`src/rtl/pipeline_pkg.sv`:
```
// Shared definitions for the MIPS pipeline registers: control bundle widths,
// bit positions inside each bundle, aluOp encodings and bubble constants.
package pipeline_pkg;

    localparam int CTRL_WB_W  = 2;
    localparam int CTRL_MEM_W = 3;
    localparam int CTRL_EX_W  = 4;

    // ctrl_wb = {regWrite, memToReg}
    localparam int REGWRITE_BIT = 1;
    localparam int MEMTOREG_BIT = 0;

    // ctrl_mem = {memRead, memWrite, branch}
    localparam int MEMREAD_BIT  = 2;
    localparam int MEMWRITE_BIT = 1;
    localparam int BRANCH_BIT   = 0;

    // ctrl_ex = {regDst, aluSrc, aluOp[1:0]}
    localparam int REGDST_BIT   = 3;
    localparam int ALUSRC_BIT   = 2;
    localparam int ALUOP_MSB    = 1;
    localparam int ALUOP_LSB    = 0;

    typedef enum logic [1:0] {
        ALUOP_ADD   = 2'b00,
        ALUOP_SUB   = 2'b01,
        ALUOP_RTYPE = 2'b10
    } aluop_e;

    localparam logic [CTRL_WB_W-1:0]  CTRL_WB_BUBBLE  = '0;
    localparam logic [CTRL_MEM_W-1:0] CTRL_MEM_BUBBLE = '0;
    localparam logic [CTRL_EX_W-1:0]  CTRL_EX_BUBBLE  = '0;

endpackage

```
`src/rtl/detector_riesgo_carga.sv`:
```
// Load-use hazard comparator: flags an ID instruction that reads the register
// a load currently in EX is about to write. Built only with ID_EX_LOAD_USE_DETECT_EN.
`ifdef ID_EX_LOAD_USE_DETECT_EN
module detector_riesgo_carga #(
    parameter int REG_W = 5
) (
    input  logic             ex_valid,
    input  logic             ex_mem_read,
    input  logic [REG_W-1:0] ex_rt,
    input  logic             id_valid,
    input  logic [REG_W-1:0] id_rs,
    input  logic [REG_W-1:0] id_rt,
    output logic             stall_req
);

    logic rt_nonzero;
    logic rt_match;

    // $zero is never a real destination, so a load into it cannot cause a hazard
    assign rt_nonzero = (ex_rt != '0);
    assign rt_match   = (ex_rt == id_rs) || (ex_rt == id_rt);
    assign stall_req  = ex_valid && ex_mem_read && rt_nonzero && rt_match && id_valid;

endmodule
`endif

```
`src/rtl/registro_id_ex.sv`:
```
// ID/EX pipeline register with stall (hold), flush (bubble) and valid bit.
// Optional internal load-use detection enabled by ID_EX_LOAD_USE_DETECT_EN.
module registro_id_ex
    import pipeline_pkg::*;
#(
    parameter int DATA_W = 32,
    parameter int REG_W  = 5
) (
    input  logic                  clk,
    input  logic                  reset,
    input  logic                  stall,
    input  logic                  flush,
    input  logic                  id_valid,
    input  logic [DATA_W-1:0]     id_pc4,
    input  logic [DATA_W-1:0]     id_dato1,
    input  logic [DATA_W-1:0]     id_dato2,
    input  logic [DATA_W-1:0]     id_valExtendido,
    input  logic [REG_W-1:0]      id_rs,
    input  logic [REG_W-1:0]      id_rt,
    input  logic [REG_W-1:0]      id_rd,
    input  logic [CTRL_WB_W-1:0]  id_ctrl_wb,
    input  logic [CTRL_MEM_W-1:0] id_ctrl_mem,
    input  logic [CTRL_EX_W-1:0]  id_ctrl_ex,
    output logic                  ex_valid,
    output logic [DATA_W-1:0]     ex_pc4,
    output logic [DATA_W-1:0]     ex_dato1,
    output logic [DATA_W-1:0]     ex_dato2,
    output logic [DATA_W-1:0]     ex_valExtendido,
    output logic [REG_W-1:0]      ex_rs,
    output logic [REG_W-1:0]      ex_rt,
    output logic [REG_W-1:0]      ex_rd,
    output logic [CTRL_WB_W-1:0]  ex_ctrl_wb,
    output logic [CTRL_MEM_W-1:0] ex_ctrl_mem,
    output logic [CTRL_EX_W-1:0]  ex_ctrl_ex,
    output logic                  stall_req
);

    localparam int DATA_FIELDS_W = 4 * DATA_W + 3 * REG_W;
    localparam int STAGE_W = 1 + DATA_FIELDS_W + CTRL_WB_W + CTRL_MEM_W + CTRL_EX_W;

    logic [STAGE_W-1:0] id_stage;
    logic [STAGE_W-1:0] bubble_stage;
    logic [STAGE_W-1:0] stage_d;
    logic [STAGE_W-1:0] stage_q;
    logic               bubble_ins;

    assign id_stage = {id_valid, id_pc4, id_dato1, id_dato2, id_valExtendido,
                       id_rs, id_rt, id_rd, id_ctrl_wb, id_ctrl_mem, id_ctrl_ex};

    // Data fields are zeroed as well so EX never sees leftovers from an older instruction
    assign bubble_stage = {1'b0, {DATA_FIELDS_W{1'b0}},
                           CTRL_WB_BUBBLE, CTRL_MEM_BUBBLE, CTRL_EX_BUBBLE};

    assign {ex_valid, ex_pc4, ex_dato1, ex_dato2, ex_valExtendido,
            ex_rs, ex_rt, ex_rd, ex_ctrl_wb, ex_ctrl_mem, ex_ctrl_ex} = stage_q;

`ifdef ID_EX_LOAD_USE_DETECT_EN
    detector_riesgo_carga #(
        .REG_W (REG_W)
    ) u_detector_riesgo_carga (
        .ex_valid    (ex_valid),
        .ex_mem_read (ex_ctrl_mem[MEMREAD_BIT]),
        .ex_rt       (ex_rt),
        .id_valid    (id_valid),
        .id_rs       (id_rs),
        .id_rt       (id_rt),
        .stall_req   (stall_req)
    );
    assign bubble_ins = stall_req;
`else
    assign stall_req  = 1'b0;
    assign bubble_ins = 1'b0;
`endif

    // Priority below reset: flush > external stall > hazard bubble / invalid ID > load
    always_comb begin
        stage_d = stage_q;
        if (flush) begin
            stage_d = bubble_stage;
        end else if (stall) begin
            stage_d = stage_q;
        end else if (bubble_ins || !id_valid) begin
            stage_d = bubble_stage;
        end else begin
            stage_d = id_stage;
        end
    end

    always_ff @(posedge clk) begin
        if (reset) begin
            stage_q <= '0;
        end else begin
            stage_q <= stage_d;
        end
    end

endmodule

```
`config.mk`:
```
export PLATFORM = sky130hd
export DESIGN_NAME = registro_id_ex
export DESIGN_NICKNAME = d
export VERILOG_FILES = /design/src/rtl/pipeline_pkg.sv /design/src/rtl/detector_riesgo_carga.sv /design/src/rtl/registro_id_ex.sv
export SDC_FILE = /design/constraint.sdc
export NUM_CORES = 1
export LEC_CHECK = 0
export BUFFER_PORTS_ARGS = -buffer_cell sky130_fd_sc_hd__buf_2
export CORE_MARGIN = 2
export CORE_UTILIZATION = 45
export CTS_CLUSTER_DIAMETER = 60
export DETAILED_ROUTE_END_ITERATION = 7
export PLACE_DENSITY = 0.79
export SYNTH_ARGS = -nofsm -noshare
export SYNTH_HDL_FRONTEND = slang
export SYNTH_SLANG_ARGS = --single-unit
export TNS_END_PERCENT = 1
```
`constraint.sdc`:
```
create_clock -name clk -period 1.17 [get_ports clk]
set_clock_uncertainty 0.1 [all_clocks]
set_input_delay 0.117 -clock clk [delete_from_list [all_inputs] [get_ports clk]]
set_output_delay 0.117 -clock clk [all_outputs]
set_load 0.01 [all_outputs]
```
==> After elaboration in Yosys (flattened, before gate mapping) <==
Cells that the tools add are included.
W data, S select, Z words.
{ "classes": {"n_reduce_logical": 1, "muxes": 1} }
{ "ops": {"columns": ["op", "n"], "rows": [
  ["$mux W153", 1],
  ["$reduce_or A2 Y1", 1]
]} }
{ "totals": {"out_inout_bits": 154, "register_bits": 153} }

==> Longest topological paths before layout <==
Gate-level depths: netlist of run 1.
{ "depth": {"depth_word": 1, "ltp_mapped": 5, "mapped_depth_nobuf": 2} }

==> Worst setup path before layout of run 1 <==
No wires, ideal clock.
{ "synth_timing": {"kind": "input port to flip-flop", "from": "in flush", "to": "reg stage_q[71]", "n_path_buf": 3, "path_stages": 5, "t_required_ns": 1.004, "path_slack_ns": 0.177, "t_arrival_ns": 0.827, "cell_sequence": "or2_1 -> buf_6 -> buf_6 -> buf_6 -> a21oi_2"} }
{ "synth_between": {"elab_chain_cells": 1} }
{ "synth_lines": {"columns": ["item", "line", "text"], "rows": [
  ["from (decl)", "registro_id_ex.sv:12", "input logic flush,"],
  ["$reduce_or A2 Y1 (no source line)", null, null],
  ["to (signal assigned)", "registro_id_ex.sv:93", "stage_q <= stage_d;"],
  ["to (decl)", "registro_id_ex.sv:44", "logic [STAGE_W-1:0] stage_q;"]
]} }
No other way between the ends.
A chain may end at the register's enable or synchronous reset.

==> Final worst setup path of run 1 <==
{ "layout_timing": {"from": "reg stage_q[46]", "to": "out ex_valExtendido[22]"} }
{ "layout_rtl": {"columns": ["item", "line", "text"], "rows": [
  ["to (decl)", "registro_id_ex.sv:28", "output logic [DATA_W-1:0] ex_valExtendido,"]
]} }
No word-level cell between the ends.

==> results of run 1 <==
cell usage after synthesis, types with 4 or more instances:
| cell | n |
|---|---|
| sky130_fd_sc_hd__buf_4 | 4 |
| sky130_fd_sc_hd__a21oi_2 | 70 |
| sky130_fd_sc_hd__clkbuf_1 | 26 |
| sky130_fd_sc_hd__a21oi_1 | 82 |
| sky130_fd_sc_hd__nand2_1 | 152 |
| sky130_fd_sc_hd__buf_2 | 28 |
| sky130_fd_sc_hd__dfxtp_1 | 153 |
| sky130_fd_sc_hd__buf_6 | 10 |
| sky130_fd_sc_hd__nand3b_1 | 152 |
layer usage:
layer	global-route usage, %	routed length [um]	vias to the layer above
li1	-	-	3179
met1	32.10	8357	3154
met2	52.14	11260	419
met3	9.070	1959	81
met4	16.59	977	0
met5	0	0	-
stage by stage:
step                total power (W)  util [%]  setup TNS (ps)  worst slack (ps)  instance area, um2
floorplan                  0.006141         -               0             176.5                6206
global placement           0.006629     58.96               0             75.64                7870
detailed placement         0.006641     58.96               0             51.13                7870
CTS                         0.01254     75.24               0             9.878               10040
global route                0.01297     75.36        -0.08260          -0.08260               10060
finish                      0.01258     75.36               0             20.69               10060
worst max path at each step:
stage	startpoint	end	slack, ps	cells after the start
CTS	stage_q[69]	ex_dato2[13]	10	1
finish	stage_q[46]	ex_valExtendido[22]	20	1
global placement	reset	stage_q[141]	80	4
detailed placement	flush	stage_q[2]	50	4
floorplan	flush	stage_q[71]	180	5
global route	stage_q[125]	ex_pc4[5]	-0.08	1
cell families after synthesis:
logic type / after synthesis
mux: 1
flops: 153
buf+inv: 69
other cells: 1
compound gates: 152
simple gates: 306
repair_timing:
action                     in CTS  in global routing
setup endpoints to repair       1                 10
setup buffers                   0                  0
pin swaps                       0                  0
hold buffers                  157                  0
hold endpoints to repair      152                  0
gates resized for setup         1                 11
layout by cell type (no fill, tap or decap):
cell type                       synthesis  layout
sky130_fd_sc_hd__a21oi_1               82      82
sky130_fd_sc_hd__a21oi_2               70      70
sky130_fd_sc_hd__buf_12                 0       9
sky130_fd_sc_hd__buf_2                 28     306
sky130_fd_sc_hd__buf_4                  4      14
sky130_fd_sc_hd__buf_6                 10       1
sky130_fd_sc_hd__bufinv_16              0       2
sky130_fd_sc_hd__clkbuf_1              26       1
sky130_fd_sc_hd__clkbuf_16              0      17
sky130_fd_sc_hd__clkbuf_8               0       4
sky130_fd_sc_hd__clkinv_2               0       3
sky130_fd_sc_hd__clkinv_4               0       2
sky130_fd_sc_hd__clkinvlp_4             0       2
sky130_fd_sc_hd__conb_1                 1       1
sky130_fd_sc_hd__dfxtp_1              153     142
sky130_fd_sc_hd__dfxtp_2                0      11
sky130_fd_sc_hd__dlygate4sd3_1          0     157
sky130_fd_sc_hd__inv_6                  0       1
sky130_fd_sc_hd__mux2i_1                1       1
sky130_fd_sc_hd__nand2_1              152     152
sky130_fd_sc_hd__nand3b_1             152     152
sky130_fd_sc_hd__nor2_1                 1       1
sky130_fd_sc_hd__or2_4                  0       1
power groups by stage:
stage	clock network [W]	logic, W	registers [W]
floorplan	0	0.000610	0.00553
global placement	0	0.00115	0.00548
detailed placement	0	0.00116	0.00548
CTS	0.00559	0.00158	0.00537
global route	0.00584	0.00176	0.00538
finish	0.00556	0.00165	0.00538
area by class of cell:
type                            count  share of cell area (%)
Timing Repair Buffer              487                   33.80
Sequential cell                   153                   30.59
Multi-Input combinational cell    460                   27.45
Clock buffer                       22                   4.814
Tap cell                          176                   2.189
Clock inverter                     10                   1.157
==> results.txt, run 1 <==
- For this run, design rule violations remaining after detail routing come to 0.
- The clock passes through at most 2 buffers.
- Destination of the worst register-to-register timing path: stage_q[12]
- Hold endpoint: stage_q[75]
* Clock buffer count from CTS: 17
- Beginning of the worst hold path: stall
- Fraction of the mapped netlist area in compound gates: 16.49%
- A synthesized cell averages 9.100 um2.
- Cell internal power was estimated by the tool at ~0.0096 W.
* Number of cells on the worst hold path: 3
- CP startpoint kind: flop
- Number of library cell types mapped by synthesis: 14
- Final critical delay including setup and external delays: 1149 ps
* Largest net degree at the start of global routing: 69
* Detail Route Antenna Nets: 0
- Kind of cell adding the most delay to the critical path: flip-flops
* Avg WL per Cell: approximately 17 um
* P per Cell Area: 1251 mW/mm2
- Counting every net in the synthesized netlist gives 839.
- Smallest hold slack: roughly 18 ps
- Summed over all nets, the switching power comes to between 0.003 and 0.004 W.
- Total die area: 0.01475 mm2
- Cell total after placement: between 1000 and 1500
- Wires add up to ~23 mm.
- STA classifies the critical path endpoint as an output port.
* CTS tree: done
- CTS placed an instance of sky130_fd_sc_hd__clkbuf_16 at the clock tree root.
- Post-synthesis adder-cell area fraction: 0%
- CTS saw between 150 and 200 sinks.
* Total of buffers placed on input and output ports: 309
* Worst EP arrival: 930 ps
- Die Y-Extent: 121.4 um
- Total count of max-transition violations in the final report: 0
- Main combinational cell family by area after synthesis: simple AND/OR/NAND/NOR gates
- The floorplan has 42 rows.
- Leading post-synthesis cells by cell area: sky130_fd_sc_hd__dfxtp_1 49%, sky130_fd_sc_hd__nand3b_1 18%, sky130_fd_sc_hd__a21oi_2 9.9%
* Overall global routing resource usage: 29.88%
* Maximum clock rate: 0.8701 GHz
* Number of register bits inferred by synthesis: 153
- Net switching is 23.93% of the power.
- Summing all multi-input logic gate instances after layout gives 0.002761 mm2.
- Clock network latency to the later pin of the worst-skew pair: 410 ps
* Type of the most critical hold path: primary input to flop
* CP required: 950 ps
* Core box area: 0.01335 mm2
- Critical path type: flop to output port
- Global route overflow: 0
* Storage element area: 0.003077 mm2
- Leakage component of the power: roughly 4.2 nW
- The startpoint identified for the worst register-to-register timing path is stage_q[12].
* Routed via count: 6833
- After synthesis, the share of cell area in mux cells is 0.1613%.
* # Max-Cap Violations: 0
- Routability-driven placement finished with a final weighted congestion of 0.7722.
- Fraction of registers with async set or reset after synthesis: 0%
- The initial utilization of the core area, before any placement, comes to 46.49%.
- On the worst path, the slowest cell contributes a delay of 360 ps.
- DRC violation total after the first TritonRoute iteration: 501
- Post-Synth Simple-Gate Area: approximately 28%
- First-pass GRT wire length: 34.56 mm
- Antenna diode count: 0
* Clock group share of total power: 44.2%
* Cell Area, Synth: approximately 0.0062 mm2
* Number of H-tree levels: 4
- Worst VDD drop: 1.063 mV
- Pre-Repair DR Iteration Count: 7
- The largest registers in the layout are stage_q: 153 flops.
- Yosys printed 0 warnings.
* Fraction of synthesized cell area in xor and xnor cells: 0%
- The number of cells on the worst reg-to-reg path is 2.
- Register containing the most flip-flops in the final layout: stage_q
- Final cell count without fillers: ~1300
- The largest individual stage delay along the critical path comes from the cell sky130_fd_sc_hd__dfxtp_1.
- Across all register-to-register paths, the minimum setup slack is 350 ps.
* Overall die width: 121.4 um
* Post-synth EDFFs: 0
* Top-area cell type share of the netlist area: 49.35%
* Final setup violating endpoints: 0
- Sequential elements use between 40% and 50% of the synthesized area.
- Number of nets in the layout: 1276
* Number of global-route vias before repair: 6978
* Layout overhead on the synthesized area: 62.08%
- CP max FO: 2
- Clock transition at the registers of the reported paths: 60 ps
- Post-Syn Instances: 682
- HPWL Detailed: about 12 mm
* Relative contribution of sequential cells to total power: 42.7%
* Initial antenna violation count: 0
* Buf+Inv Stages, Crit Path: 1
- For this design the top-level I/O count stands at roughly 310.
- Number of flip-flops in the largest register: 153
* Fraction of final layout cells with drive strength greater than 1: 39.13%
* Count of endpoints failing hold in the final timing report: 0
* Final critical-path share of the clock period: 98.23%
- Result of the run: finished clean
- Dividing the detail-routed via count by the number of cells gives 5.224.
- The signal on the critical path passes through buf_2.
- Per report_power, the combinational group accounts for 13.1% of the total.
- Among all flip-flop cells after synthesis, the most frequent one is sky130_fd_sc_hd__dfxtp_1.
* Cell type contributing the most total cell area after synthesis: sky130_fd_sc_hd__dfxtp_1
- Fill count: 799
Note: power is estimated with default switching activity, not from simulation.
==> inputs of run 2 (changes only) <==
Settings changed: ABC_AREA set to 1, CORE_AREA set to 2 2 121 123, CORE_MARGIN 2 to unset, CORE_UTILIZATION 45 to unset, DIE_AREA set to 0 0 123 125, PLACE_DENSITY 0.79 to 0.75.
==> run 2 against run 1 <==
Clock power increased by 10%; largest power group unchanged; critical path type unchanged; sequential share of layout area increased by 1.3 points; register-to-register slack got worse by 50 ps; first-iteration DRC count decreased by 8.2%; highest routed layer unchanged; cell count decreased by 0.23%; synthesized area decreased by 5.8%; fmax increased by 2.1%; non-clock buffer count decreased by 12; worst setup slack improved by 23 ps; global-route usage decreased by 3.3 points.
==> results.txt, run 2 <==
- Net switching power: approximately 0.0030 W
* CP required: 950 ps
* Buf+Inv Stages, Crit Path: 1
- Counting flops per register, the top entry is stage_q.
- Number of flip-flops in the largest register: 153
- At the end of the flow, the number of nets in the layout was 1266.
* Total of buffers placed on input and output ports: 309
- Per report_power, the sequential group accounts for about two fifths of the total.
* Largest net degree at the start of global routing: a little over 80
* Launch point of the critical path: stage_q[39]
- Avg WL per Cell: 16.28 um
- Clock buffer count from CTS: 17
- The clock network is responsible for a little under half of the overall power.
- RSZ-0062 raised after global routing: no
- Post-synth EDFFs: 0
- Beginning of the worst hold path: id_valid
* CP startpoint kind: flop
- Initial antenna violation count: 0
* Global route overflow: 0
* CP max FO: 2
- The finished cells cover approximately 0.0096 mm2.
- In this run the mean area of a mapped cell was 8.561 um2.
- Layout overhead on the synthesized area: 64.95%
- For this block, the via count after detailed routing is 6724.
- The tree is rooted in a sky130_fd_sc_hd__clkbuf_16.
- The first global-routing pass estimated 32.55 mm of wire.
* Top-area cell type share of the netlist area: 52.39%
- Overall global routing resource usage: between 20% and 30%
- Fraction of registers with async set or reset after synthesis: 0%
- The count of nets left with antenna violations once routing finished came out at 0.
- The synthesized netlist occupies a cell area of 0.005847 mm2.
- Net switching is 22.96% of the power.
- Sequential elements use 52.39% of the synthesized area.
- Synthesis produced a netlist whose cell count is 683.
- In the final layout, the registers with the most flip-flops are stage_q: 153 flops.
- For this block, the initial DRC count from the detailed router was 460.
- Subtracting the final worst setup slack from the clock period gives 1126 ps.
* Number of H-tree levels: 4
* Worst EP arrival: 910 ps
* Number of library cell types mapped by synthesis: 13
- After detailed routing, the number of remaining DRC violations is 0.
- For the final routed database, the setup TNS stands at 0 ps.
- Number of register bits inferred by synthesis: about 150
* Maximum clock rate: 0.8879 GHz
* Instance area after placement: 0.007436 mm2
* Leading cell type by number of instances after synthesis: sky130_fd_sc_hd__nand2_1
- Once the floorplan was initialized, standard cells occupied 41.16% of the core.
* Type of element capturing the critical path: output port
* Clock tree buffer depth: 2
* Type of the most critical hold path: primary input to flop
* Number of top-level pins: 311
* Leading cell types in the layout, fill and taps excluded: 304 x sky130_fd_sc_hd__buf_2, 154 x sky130_fd_sc_hd__nand2_1, 152 x sky130_fd_sc_hd__nand3_1, 152 x sky130_fd_sc_hd__dlygate4sd3_1, 144 x sky130_fd_sc_hd__dfxtp_1
- Of the available clock period, the critical path in the final layout requires 96.26%.
- The kind of cell with the highest combined delay along the critical path is flip-flops.
- The later pin in the worst-skew pair is clocked with a latency of 410 ps.
* Fraction of final layout cells with drive strength greater than 1: 38.80%
* Synth top cells by count: 154 x sky130_fd_sc_hd__nand2_1, 153 x sky130_fd_sc_hd__dfxtp_1, 152 x sky130_fd_sc_hd__nand3_1, 83 x sky130_fd_sc_hd__a21oi_1, 70 x sky130_fd_sc_hd__a21oi_2
- Util after Layout: 67.90%
- Critical Path, Cell by Cell: buf_4
- Ranked by total cell area, the synthesized netlist is headed by sky130_fd_sc_hd__dfxtp_1 52%, sky130_fd_sc_hd__nand3_1 13%, sky130_fd_sc_hd__a21oi_2 10%.
- Share of total power in combinational logic: 11.8%
* Most common cell after layout, fill and taps aside: sky130_fd_sc_hd__buf_2
- The floorplan step set the die height to 125 um.
- Overall power: roughly 0.013 W
- Floorplan row count: 44
- Reg-to-Reg Start: stage_q[39]
- Total count of max-transition violations in the final report: 0
- Antenna diode count: 0
- Worst VDD drop: roughly 1.2 mV
- P per Cell Area: approximately 1400 mW/mm2
* Cell with the biggest individual delay on the critical path: sky130_fd_sc_hd__dfxtp_1
- When the netlist entered floorplanning its net count stood at 840.
- The setup path with the least slack is of type flop to output port.
- Leakage component of the power: about 4.1 nW
- The final-report hold violation count came to 0.
- Cell type contributing the most total cell area after synthesis: sky130_fd_sc_hd__dfxtp_1
- Stage delay of the slowest cell on the critical path: between 300 and 400 ps
* Pre-Repair DR Iteration Count: 5
- The core region is 0.01420 mm2.
* Number of sinks driven by the clock tree: roughly 150
* Vias per cell: 5.152
- Most used DFF post-synth: sky130_fd_sc_hd__dfxtp_1
* Clock transition at the registers of the reported paths: 60 ps
- Overall die width: approximately 120 um
* Routability congestion estimate: 0.7826
- CTS tree: done
- Count of warnings emitted by yosys: 0
- The floorplan step defined a die boundary enclosing 0.01538 mm2.
- HPWL Detailed: 11.33 mm
- The tool flagged a number of max-cap violations equal to 0.
- Cell-internal power: a little over 0.01 W
- Final setup violating endpoints: 0
- The via count of the first global-routing pass is between 6000 and 7000.
- Drt total wl: 21.25 mm
- Result of the run: finished clean
run 2: logic make-up after synthesis:
family | synth area share, %
simple gates | 23.00
compound gates | 17.59
flops | 52.39
buf+inv | 6.955
other cells | 0.06414
run 2: metrics by stage:
stage	instances	setup WS (ps)	hold slack, ps
CTS	1305	4.789	110.0
detailed placement	1122	62.20	291.5
floorplan	683	176.5	177.2
global route	1305	0.07272	115.6
finish	1305	43.80	117.4
global placement	1122	102.8	285.0
run 2: path summary, 6_finish.rpt:
kind	slack, ps	cells after the start	end
setup / recovery	40	1	ex_valExtendido[15]
hold / removal	120	4	stage_q[28]
setup reg to reg	300	2	stage_q[39]
hold reg to reg	360	2	stage_q[74]
run 2: layer usage:
metal | vias to the layer above | global-route usage (%) | share of wire (%)
met5 | - | 0 | 0
met4 | 0 | 14.44 | 4.4
met3 | 81 | 9.489 | 9.5
met2 | 363 | 44.04 | 49
met1 | 3118 | 29.36 | 37
li1 | 3162 | - | -
run 2: power by group through the flow:
stage                     registers (W)  logic (W)  clock network (W)
final                           0.00537    0.00155            0.00613
after global routing            0.00538    0.00166            0.00646
after CTS                       0.00537    0.00150            0.00621
after detailed placement        0.00548    0.00110                  0
after global placement          0.00548    0.00109                  0
after floorplan                 0.00553   0.000569                  0
run 2: cell type report:
type                            instances  area (um2)
Sequential cell                       153        3074
Clock buffer                           20       466.7
Tap cell                              184       230.2
Inverter                                1       6.256
Timing Repair Buffer                  475        3293
Clock inverter                         11       193.9
Fill cell                            1036        4559
Multi-Input combinational cell        461        2380
run 2: what timing repair did:
action,4_1_cts,5_1_grt
resized for setup,0,12
setup endpoints to repair,0,11
hold buffers,152,0
endpoints found under the hold margin,152,0
setup buffers,0,0
==> inputs of run 3 (changes only) <==
Settings changed: CORE_AREA 2 2 121 123 to unset, CORE_MARGIN set to 2, CORE_UTILIZATION set to 25, DIE_AREA 0 0 123 125 to unset, PLACE_DENSITY 0.75 to unset.
==> run 3 against run 2 <==
First-iteration DRC count fell by 8.0%; utilization fell by 24 points; global-route usage fell by 10 points; critical path depth did not move; sequential power barely moved; register-to-register slack improved by 90 ps; power fell by 5.4%; hold slack got worse by 96 ps; via count fell by 2.4%; cell area rose by 4.5%; wire length rose by 0.56%; highest routed layer unchanged.
==> results.txt, run 3 (same netlist as run 2, synthesis figures left out) <==
- Worst EP arrival: slightly above 900 ps
- CP max FO: 2
* Count of endpoints failing hold in the final timing report: 0
- Total number of cells along the worst setup path: 1
- The first TritonRoute pass finished after 5 iterations.
* Avg WL per Cell: 14.59 um
- Clock network latency to the later pin of the worst-skew pair: 420 ps
- The worst hold path was traced through 4 stages.
- The die is 156.9 um wide.
- Cells with a size suffix above 1 make up 41.41% of the layout.
- The worst hold path begins at stall.
* Reg-to-Reg Start: stage_q[26]
- On the critical path the largest part of the delay comes from flip-flops.
- Maximum clock rate: 0.8801 GHz
- Largest registers: stage_q: 153 flops
* Fill count: between 2000 and 2500
- The final layout contains routed wiring with a total length of 21.37 mm.
- The first global-routing pass estimated 32.39 mm of wire.
- Clock Root Buffer: sky130_fd_sc_hd__clkbuf_16
* Number of nets in the layout: 1296
* Stage delay of the slowest cell on the critical path: 350 ps
* Total of buffers placed on input and output ports: 309
* Remaining routing DRC violations: 0
- TritonCTS built the clock tree.
- Once detailed placement completed, the half-perimeter wirelength came to 13.46 mm.
* Critical Path, Cell by Cell: buf_2
- The region available for standard cell placement spans between 0.02 and 0.025 mm2.
- Adding up every negative setup slack in the final design gives 0 ps.
- On the critical path, the stage with the largest delay is an instance of sky130_fd_sc_hd__dfxtp_1.
- Total die area: 0.02463 mm2
- Die Y-Extent: 156.9 um
* Number of global-route vias before repair: 6472
- CP startpoint kind: flop
- The register with the most flip-flops in the layout has 153 of them.
* CP required: 950 ps
- For this configuration, the core starts out at a cell density of roughly 26%.
- The analysis attributes to cell leakage a power of roughly 4.3 nW.
- Tracing the worst setup path back leads to its startpoint at stage_q[28].
* Antenna diode count: 0
* Overall power: 0.01234 W
- Initial antenna violation count: 0
- Result of the run: finished clean
- The detailed router placed 6565 vias in this run.
* Largest net degree at the start of global routing: 85
- Floorplan row count: 55
- The detail route stage leaves a number of antenna-violating nets equal to 0.
- Number of sinks driven by the clock tree: 153
* Routability congestion estimate: 0.7456
- Type of the most critical hold path: primary input to flop
- Worst VDD drop: 0.7883 mV
* RSZ-0062 raised after global routing: yes
- In this run, CTS created clock tree buffers numbering 17.
- Global route overflow: 0
- Overall global routing resource usage: roughly 16%
* Number of H-tree levels: 4
- Clock transition at the registers of the reported paths: 70 ps
- Layout overhead on the synthesized area: 72.37%
* Register containing the most flip-flops in the final layout: stage_q
- Leaving out fill and tap cells, the most frequent cells in the layout are 297 x sky130_fd_sc_hd__buf_2, 154 x sky130_fd_sc_hd__nand2_1, 154 x sky130_fd_sc_hd__dlygate4sd3_1, 152 x sky130_fd_sc_hd__nand3_1, 131 x sky130_fd_sc_hd__dfxtp_1.
* Buf+Inv Stages, Crit Path: 1
- Reg2Reg Depth: 2
- Final critical delay including setup and external delays: 1136 ps
- Final setup violating endpoints: 0
- The worst path uses a little over nine tenths of the clock period.
* Critical path type: flop to output port
- The tool flagged a number of max-cap violations equal to 0.
- Most common cell after layout, fill and taps aside: sky130_fd_sc_hd__buf_2
- Multi-input gate area in the final layout: ~0.0024 mm2
- Total count of max-transition violations in the final report: 0
- Number of top-level pins: 311
* Type of element capturing the critical path: output port
- In this run, the number of DRC markers left after iteration 0 of detailed routing was 423.
* Vias per cell: ~4.5
* Clock tree buffer depth: 2
- Storage element area: approximately 0.0031 mm2
* P per Cell Area: roughly 1200 mW/mm2
==> run 3: area by class of cell <==
class / count / area share (%)
Tap cell: 313 / 3.886
Clock inverter: 15 / 1.279
Clock buffer: 17 / 4.221
Multi-Input combinational cell: 461 / 23.61
Sequential cell: 153 / 30.66
Inverter: 1 / 0.06207
Timing Repair Buffer: 505 / 36.28
==> run 3: worst register-to-register path, cell delays in order (launching register included) <==
cell	delay [ps]
sky130_fd_sc_hd__dfxtp_1	350
sky130_fd_sc_hd__nand2_1	60
sky130_fd_sc_hd__a21oi_1	190
==> run 3: power breakdown <==
part / internal (W) / switching, W
sequential: 0.00531 / 0.0000552
combinational: 0.000888 / 0.000786
clock: 0.00281 / 0.00249
total: 0.00901 / 0.00333
==> run 3: routing by layer <==
layer	vias up	track usage, %	share of wire (%)	wire [um]
li1	3226	-	-	-
met1	3029	19.81	43	9221
met2	298	27.51	47	9955
met3	12	6.030	9.5	2025
met4	0	4.543	0.78	167
met5	-	0	0	0
==> run 3: stage by stage <==
stage / hold slack, ps / utilization, % / instance area [um2] / std cells / setup WS, ps
5_1_grt: 17.89 / 44.25 / 10080 / 1465 / -0.7030
2_1_floorplan: 177.2 / - / 5847 / 683 / 176.5
3_3_place_gp: 282.2 / 34.72 / 7908 / 1279 / 65.82
4_1_cts: 14.20 / 43.97 / 10010 / 1465 / -8.621
6_report: 21.13 / 44.25 / 10080 / 1465 / 33.80
3_5_place_dp: 287.5 / 34.72 / 7908 / 1279 / 36.95
==> run 3: repair_timing <==
| item | CTS | global route |
|---|---|---|
| endpoints found under the hold margin | 152 | 0 |
| hold buffers | 154 | 0 |
| endpoints found under the setup margin | 5 | 26 |
| setup buffers | 0 | 0 |
| resized for setup | 6 | 27 |
| cloned | 0 | 0 |
==> run 3: worst paths after layout <==
kind | endpoint | slack (ps)
worst max-delay path | ex_valExtendido[4] | 30
worst min-delay path | stage_q[7] | 20
worst max register to register | stage_q[26] | 390
worst min register to register | stage_q[79] | 360
